### src/rtl/imm_splitter.sv
// imm_splitter: breaks a full-width constant into the shortest sequence of raw
// immediate fields (each tagged with its immSel code) that a downstream
// extender plus shift-and-OR accumulator rebuilds into the original value.
// Short constants go out as a single I or J beat. Wider constants go out as
// HI (J) / MID (J) / LO (I) beats. All outputs are registered.
module imm_splitter #(
    parameter int DATA_WIDTH    = 36,
    parameter int SELECT_WIDTH  = 2,
    parameter int IMM_MAX_WIDTH = 14,
    parameter int I_IMM_WIDTH   = 8,
    parameter int J_IMM_WIDTH   = 14
) (
    input  logic                     i_clk,
    input  logic                     i_rst,
    input  logic [DATA_WIDTH-1:0]    i_value,
    input  logic                     i_valid,
    output logic                     o_ready,
    output logic [IMM_MAX_WIDTH-1:0] o_immRaw,
    output logic [SELECT_WIDTH-1:0]  o_immSel,
    output logic                     o_first,
    output logic                     o_last,
    output logic                     o_valid,
    input  logic                     i_ready
);

    // immSel codes understood by the downstream extender.
    localparam logic [SELECT_WIDTH-1:0] IMMSEL_NONE = SELECT_WIDTH'(0);
    localparam logic [SELECT_WIDTH-1:0] IMMSEL_I    = SELECT_WIDTH'(1);
    localparam logic [SELECT_WIDTH-1:0] IMMSEL_J    = SELECT_WIDTH'(2);

    // Only the bits below the HI field are needed after the accept cycle.
    localparam int LOW_WIDTH = DATA_WIDTH - J_IMM_WIDTH;

    typedef enum logic [2:0] {
        S_IDLE,
        S_SINGLE,
        S_HI,
        S_MID,
        S_LO
    } state_t;

    state_t                   state_q, state_d;
    logic                     valid_q, valid_d;
    logic [IMM_MAX_WIDTH-1:0] raw_q, raw_d;
    logic [SELECT_WIDTH-1:0]  sel_q, sel_d;
    logic                     first_q, first_d;
    logic                     last_q, last_d;
    logic [LOW_WIDTH-1:0]     value_q, value_d;

    logic accept;
    logic consume;
    logic fits_i;
    logic fits_j;

    // A value fits a field when every bit from the field's sign bit upward
    // is a copy of that sign bit.
    logic [DATA_WIDTH-I_IMM_WIDTH:0] top_i;
    logic [DATA_WIDTH-J_IMM_WIDTH:0] top_j;

    assign top_i  = i_value[DATA_WIDTH-1:I_IMM_WIDTH-1];
    assign top_j  = i_value[DATA_WIDTH-1:J_IMM_WIDTH-1];
    assign fits_i = (&top_i) | ~(|top_i);
    assign fits_j = (&top_j) | ~(|top_j);

    // Ready when idle, or when the final beat of the current constant leaves
    // this cycle, so back-to-back constants need no bubble.
    assign o_ready = (state_q == S_IDLE) | (valid_q & i_ready & last_q);
    assign accept  = i_valid & o_ready;
    assign consume = valid_q & i_ready;

    assign o_valid  = valid_q;
    assign o_immRaw = raw_q;
    assign o_immSel = sel_q;
    assign o_first  = first_q;
    assign o_last   = last_q;

    // Next-state and next-beat selection.
    always_comb begin
        // NOTE: every signal driven here gets a default first, so no path
        // leaves one unassigned and no latch is inferred.
        state_d = state_q;
        valid_d = valid_q;
        raw_d   = raw_q;
        sel_d   = sel_q;
        first_d = first_q;
        last_d  = last_q;
        value_d = value_q;

        if (accept) begin
            // Accept can only occur while idle or on the last beat's consume,
            // so a new constant always takes priority over advancing.
            valid_d = 1'b1;
            value_d = i_value[LOW_WIDTH-1:0];
            if (fits_i) begin
                state_d = S_SINGLE;
                raw_d   = IMM_MAX_WIDTH'(i_value[I_IMM_WIDTH-1:0]);
                sel_d   = IMMSEL_I;
                first_d = 1'b1;
                last_d  = 1'b1;
            end else if (fits_j) begin
                state_d = S_SINGLE;
                raw_d   = IMM_MAX_WIDTH'(i_value[J_IMM_WIDTH-1:0]);
                sel_d   = IMMSEL_J;
                first_d = 1'b1;
                last_d  = 1'b1;
            end else begin
                state_d = S_HI;
                raw_d   = IMM_MAX_WIDTH'(i_value[DATA_WIDTH-1 -: J_IMM_WIDTH]);
                sel_d   = IMMSEL_J;
                first_d = 1'b1;
                last_d  = 1'b0;
            end
        end else if (consume) begin
            case (state_q)
                S_HI: begin
                    state_d = S_MID;
                    raw_d   = IMM_MAX_WIDTH'(value_q[I_IMM_WIDTH +: J_IMM_WIDTH]);
                    sel_d   = IMMSEL_J;
                    first_d = 1'b0;
                    last_d  = 1'b0;
                end
                S_MID: begin
                    state_d = S_LO;
                    raw_d   = IMM_MAX_WIDTH'(value_q[I_IMM_WIDTH-1:0]);
                    sel_d   = IMMSEL_I;
                    first_d = 1'b0;
                    last_d  = 1'b1;
                end
                default: begin
                    // SINGLE or LO beat left with nothing new behind it.
                    state_d = S_IDLE;
                    valid_d = 1'b0;
                    raw_d   = '0;
                    sel_d   = IMMSEL_NONE;
                    first_d = 1'b0;
                    last_d  = 1'b0;
                end
            endcase
        end
    end

    // Control state and the registered output beat; reset abandons any
    // constant in flight.
    always_ff @(posedge i_clk) begin
        // NOTE: sequential state uses non-blocking assignments so every
        // register samples its pre-edge inputs regardless of statement order.
        if (i_rst) begin
            state_q <= S_IDLE;
            valid_q <= 1'b0;
            raw_q   <= '0;
            sel_q   <= IMMSEL_NONE;
            first_q <= 1'b0;
            last_q  <= 1'b0;
        end else begin
            state_q <= state_d;
            valid_q <= valid_d;
            raw_q   <= raw_d;
            sel_q   <= sel_d;
            first_q <= first_d;
            last_q  <= last_d;
        end
    end

    // Captured low bits of the constant for the MID and LO beats.
    always_ff @(posedge i_clk) begin
        // NOTE: pure datapath storage is left unreset; it is only read in
        // states that are entered through an accept, which loads it first.
        value_q <= value_d;
    end

endmodule

### config.mk
export PLATFORM = sky130hd
export DESIGN_NAME = imm_splitter
export DESIGN_NICKNAME = d
export VERILOG_FILES = /design/src/rtl/imm_splitter.sv
export SDC_FILE = /design/constraint.sdc
export NUM_CORES = 1
export LEC_CHECK = 0
export CORE_UTILIZATION = 48
export DETAILED_ROUTE_END_ITERATION = 6
export PLACE_DENSITY = 0.9
export SYNTH_ARGS = -nofsm -noshare
export SYNTH_HDL_FRONTEND = slang
export SYNTH_SLANG_ARGS = --single-unit
### constraint.sdc
create_clock -name i_clk -period 2.1 [get_ports i_clk]
set_input_delay 0.21 -clock i_clk [delete_from_list [all_inputs] [get_ports i_clk]]
set_output_delay 0.21 -clock i_clk [all_outputs]
set_load 0.005 [all_outputs]
==> summary.md <==
Summing all multi-input logic gate instances after layout gives 997 sq um. The floorplan step set the die height to 69.0 um. Setup violations remaining at the end of the flow were counted as 0. Summing the sequential cell areas from Yosys gives 51.1% of the chip area. After clock tree synthesis, the clock-pin slew on the worst setup and hold paths is 0.07 ns. The run gives 0.30 ns as the clock latency reported for the late side of the worst-skew pair.

After synthesis, the most frequently instantiated cells are 22 x sky130_fd_sc_hd__dfxtp_1, 22 x sky130_fd_sc_hd__edfxtp_1, 13 x sky130_fd_sc_hd__mux2i_1, 13 x sky130_fd_sc_hd__o21ai_0, 11 x sky130_fd_sc_hd__a21oi_1. The tools report the area enclosed by the die boundary as 4760 sq um. Global routing used 7.07% of the available met3 tracks. The flow ran to the end, and the final reports show no timing, DRC or antenna violations. The worst setup path is launched from a primary input. 60 I/O pins were placed. Count of cells resized by post-cts repair: 0. The run gives 0 as the post-CTS setup buffer count.

Cell type with the largest total area after synthesis: sky130_fd_sc_hd__edfxtp_1. For this run, design rule violations remaining after detail routing come to 0. The total congestion overflow after global routing came out at 0. The worst clock skew is 0.0107 ns. The tools report the clock tree root buffer cell as sky130_fd_sc_hd__clkbuf_8. The cell that appears most often on the critical path is sky130_fd_sc_hd__buf_4. For met2 alone, demand over resource in global routing was 43.9%. Global routing's busiest layer: met2. The run gives 1862 as the number of global-route vias before repair. For the number of buffers on the longest clock path, the log shows 2. For this run, the number of Yosys warnings is 0.

The delay of the slowest cell on the worst path works out to 0.54 ns. In the finished design, the share of the clock period the worst path needs comes to 95.8%. At the end of the flow, the number of nets in the layout was 308. Counting tap cells, the placed design contains a total of 311 instances. Top-area cell type share of the netlist area: 30.7%. The run gives 0 as the post-detailed-route count of antenna-violating nets. After layout, the worst setup slack is 0.0885 ns. The growth of design area from synthesis to finish was 40.6%.

Share of post-route cells with drive strength above 1: 19.7%. Synthesized net count: 230. The tools report the total of fill cells in the finished design as 298. The final layout contains routed wiring with a total length of 5700 um. Post-synthesis instance total: 190. The final hold violation count is 0. The type of the worst min-delay path is flip-flop to flip-flop.

Of all flip-flops after synthesis, the portion carrying an async set or reset was 0%. The number of levels in the clock H-tree is 2, and the via count normalized by instance count is 5.98. Counting I/O delays and the setup requirement, the final critical path takes 2.01 ns. The minimum setup slack after placement is -0.167 ns, and the maximum number of pins on one net before global-route repair is 44.

The number of different library cells used by synthesis comes to 36. The first global-routing pass estimated 8740 um of wire. The tightest hold path in the finished design has a slack of 0.486 ns. The final route contains 1908 vias.

The initial antenna violation count came out at 0. The total power density per cell area is 805 nW/um^2. The logs give 23 for the number of standard-cell rows in the floorplan and 0 for the final antenna diode count. The cell with the largest stage delay on the worst path was sky130_fd_sc_hd__clkdlybuf4s50_1. STA puts the critical path data required time at 2.28 ns. On the critical path the largest part of the delay comes from buffers and inverters. The horizontal extent of the die was 69.0 um; the number of cells in the finished layout apart from fillers was 319. In the synthesized netlist the dominant register cell turns out to be sky130_fd_sc_hd__edfxtp_1.

Max-cap violations in this run came to 0. Buffers inserted to repair hold after CTS numbered 0. The clock sink count is 44. The number of max-slew violations in the final report is 0, and the first-pass iteration count of the detailed router is 4. The worst setup path is captured at a flip-flop. In this run the static leakage power is 1.06 nW.

The peak supply drop came out at 405 uV. Yosys mapped a number of flops with a built-in enable equal to 22. The actual slew at the worst max-slew pin is 0.421 ns, and the count of buffer and inverter cells on the critical path is 3. The detail-routed net length per standard cell was 17.9 um. In this run the tightest slew margin relative to its limit is 71.9%. By area the synthesized netlist is led by sky130_fd_sc_hd__edfxtp_1 31%, sky130_fd_sc_hd__dfxtp_1 20%, sky130_fd_sc_hd__mux2i_1 6.0%.

The cell area after technology mapping came out at 2150 sq um. Synthesis inferred 44 register bits. The synthesized area per cell is 11.3 sq um, and the post-DP HPWL is 4100 um. In this run the tool buffered the top-level ports with 59 buffer cells. TritonCTS built the clock tree. Global routing consumed, over all layers together, 25.9% of the routing resources. The tools report the share of the core filled with cells in the final layout as 73.0%.

Traced cell by cell, the critical path runs through clkdlybuf4s50_1 > nand4_1 > nor4_1 > buf_4 > a22o_4 > buf_4 > mux2i_1 > a211oi_2. The footprint of the flip-flops and latches is 1100 sq um. The critical path is of the primary input to flip-flop type. For this block, the initial DRC count from the detailed router was 129. Setup repair after global routing left no endpoint under its margin. The tools report the core area as 4140 sq um. STA puts the critical path data arrival time at 2.19 ns. Routability-driven placement finished with a final weighted congestion of 0.906. The top fanout value on the critical path came out at 11.

For met1 alone, demand over resource in global routing was 30.8%. The achievable frequency was 497 MHz; the starting density of the core was 52.0%. The run gives 5 as the number of buffers inserted during clock tree synthesis.
[through the flow]
stage / TNS, ns / area [sq um] / total power (W)
after floorplan: 0 / 2150 / 0.00151
after detailed placement: -2.00 / 2940 / 0.00190
after CTS: 0 / 3030 / 0.00243
final: 0 / 3030 / 0.00244
after global routing: 0 / 3030 / 0.00255
after global placement: -1.33 / 2940 / 0.00186
[registers in the layout, summed over array words and instances (netlist names)]
register,flops
o_immRaw,14
o_valid,1
o_first,1
value_q,22
o_last,1
state_q,3
o_immSel,2
[worst reg2reg max path, stage by stage, from the launching register on]
cell                       delay, ns
sky130_fd_sc_hd__dfxtp_1        0.34
sky130_fd_sc_hd__and2_1         0.20
sky130_fd_sc_hd__a31o_2         0.34
sky130_fd_sc_hd__o21ai_0        0.30
sky130_fd_sc_hd__o221ai_1       0.17
sky130_fd_sc_hd__o21ba_2        0.27
[routing by layer]
metal,wire (um),vias up
met1,2270,905
li1,-,916
met5,0,-
met2,2920,72
met3,383,15
met4,131,0
[path summary, 6_finish.rpt]
check	start	to	slack [ns]	cells after the start
worst max-delay path	i_value[35]	o_immRaw[11]$_SDFFE_PP0P_	0.09	8
worst max register to register	o_valid$_SDFFE_PP0P_	o_immRaw[0]$_SDFFE_PP0P_	0.42	5
worst min register to register	state_q[2]$_SDFFE_PP0P_	state_q[2]$_SDFFE_PP0P_	0.49	2
worst min-delay path	state_q[2]$_SDFFE_PP0P_	state_q[2]$_SDFFE_PP0P_	0.49	2
[kinds of logic (layout without fill, tap and decap cells)]
group | Yosys count | in the layout | synth area share [%]
AO/OA/AOI/OAI | 69 | 69 | 24.4
flip-flops | 44 | 44 | 51.1
AND/OR/NAND/NOR | 44 | 44 | 11.2
multiplexers | 21 | 21 | 10.2
buffers and inverters | 12 | 91 | 3.08
[report_power, final]
group | internal [W] | total [W] | switching [W]
logic | 0.000410 | 0.000782 | 0.000372
registers | 0.00104 | 0.00111 | 0.0000670
clock network | 0.000264 | 0.000542 | 0.000278
[layout make-up]
type                       instances  area share (%)
sequential                        44            36.4
multi-input combinational        134            32.9
timing repair buffer              81            25.4
clock buffer                       7            2.85
tap                               50            2.07
inverter                           2           0.248
clock inverter                     1           0.124
[cell usage in the layout (no fill, tap or decap), types with 5 or more instances in the layout]
master	netlist	final
sky130_fd_sc_hd__a31oi_1	7	7
sky130_fd_sc_hd__o221ai_1	8	8
sky130_fd_sc_hd__mux2i_1	13	13
sky130_fd_sc_hd__o21ai_0	13	13
sky130_fd_sc_hd__dfxtp_1	22	22
sky130_fd_sc_hd__a211oi_2	5	5
sky130_fd_sc_hd__a21o_1	6	6
sky130_fd_sc_hd__buf_4	0	21
sky130_fd_sc_hd__nor2_1	10	10
sky130_fd_sc_hd__nand2_1	8	8
sky130_fd_sc_hd__edfxtp_1	22	22
sky130_fd_sc_hd__nand4_1	8	8
sky130_fd_sc_hd__o21ba_2	8	8
sky130_fd_sc_hd__clkbuf_8	0	6
sky130_fd_sc_hd__nor4_1	5	5
sky130_fd_sc_hd__a21oi_1	11	11
sky130_fd_sc_hd__clkdlybuf4s50_1	0	59
Note: power is estimated with default switching activity, not from simulation.
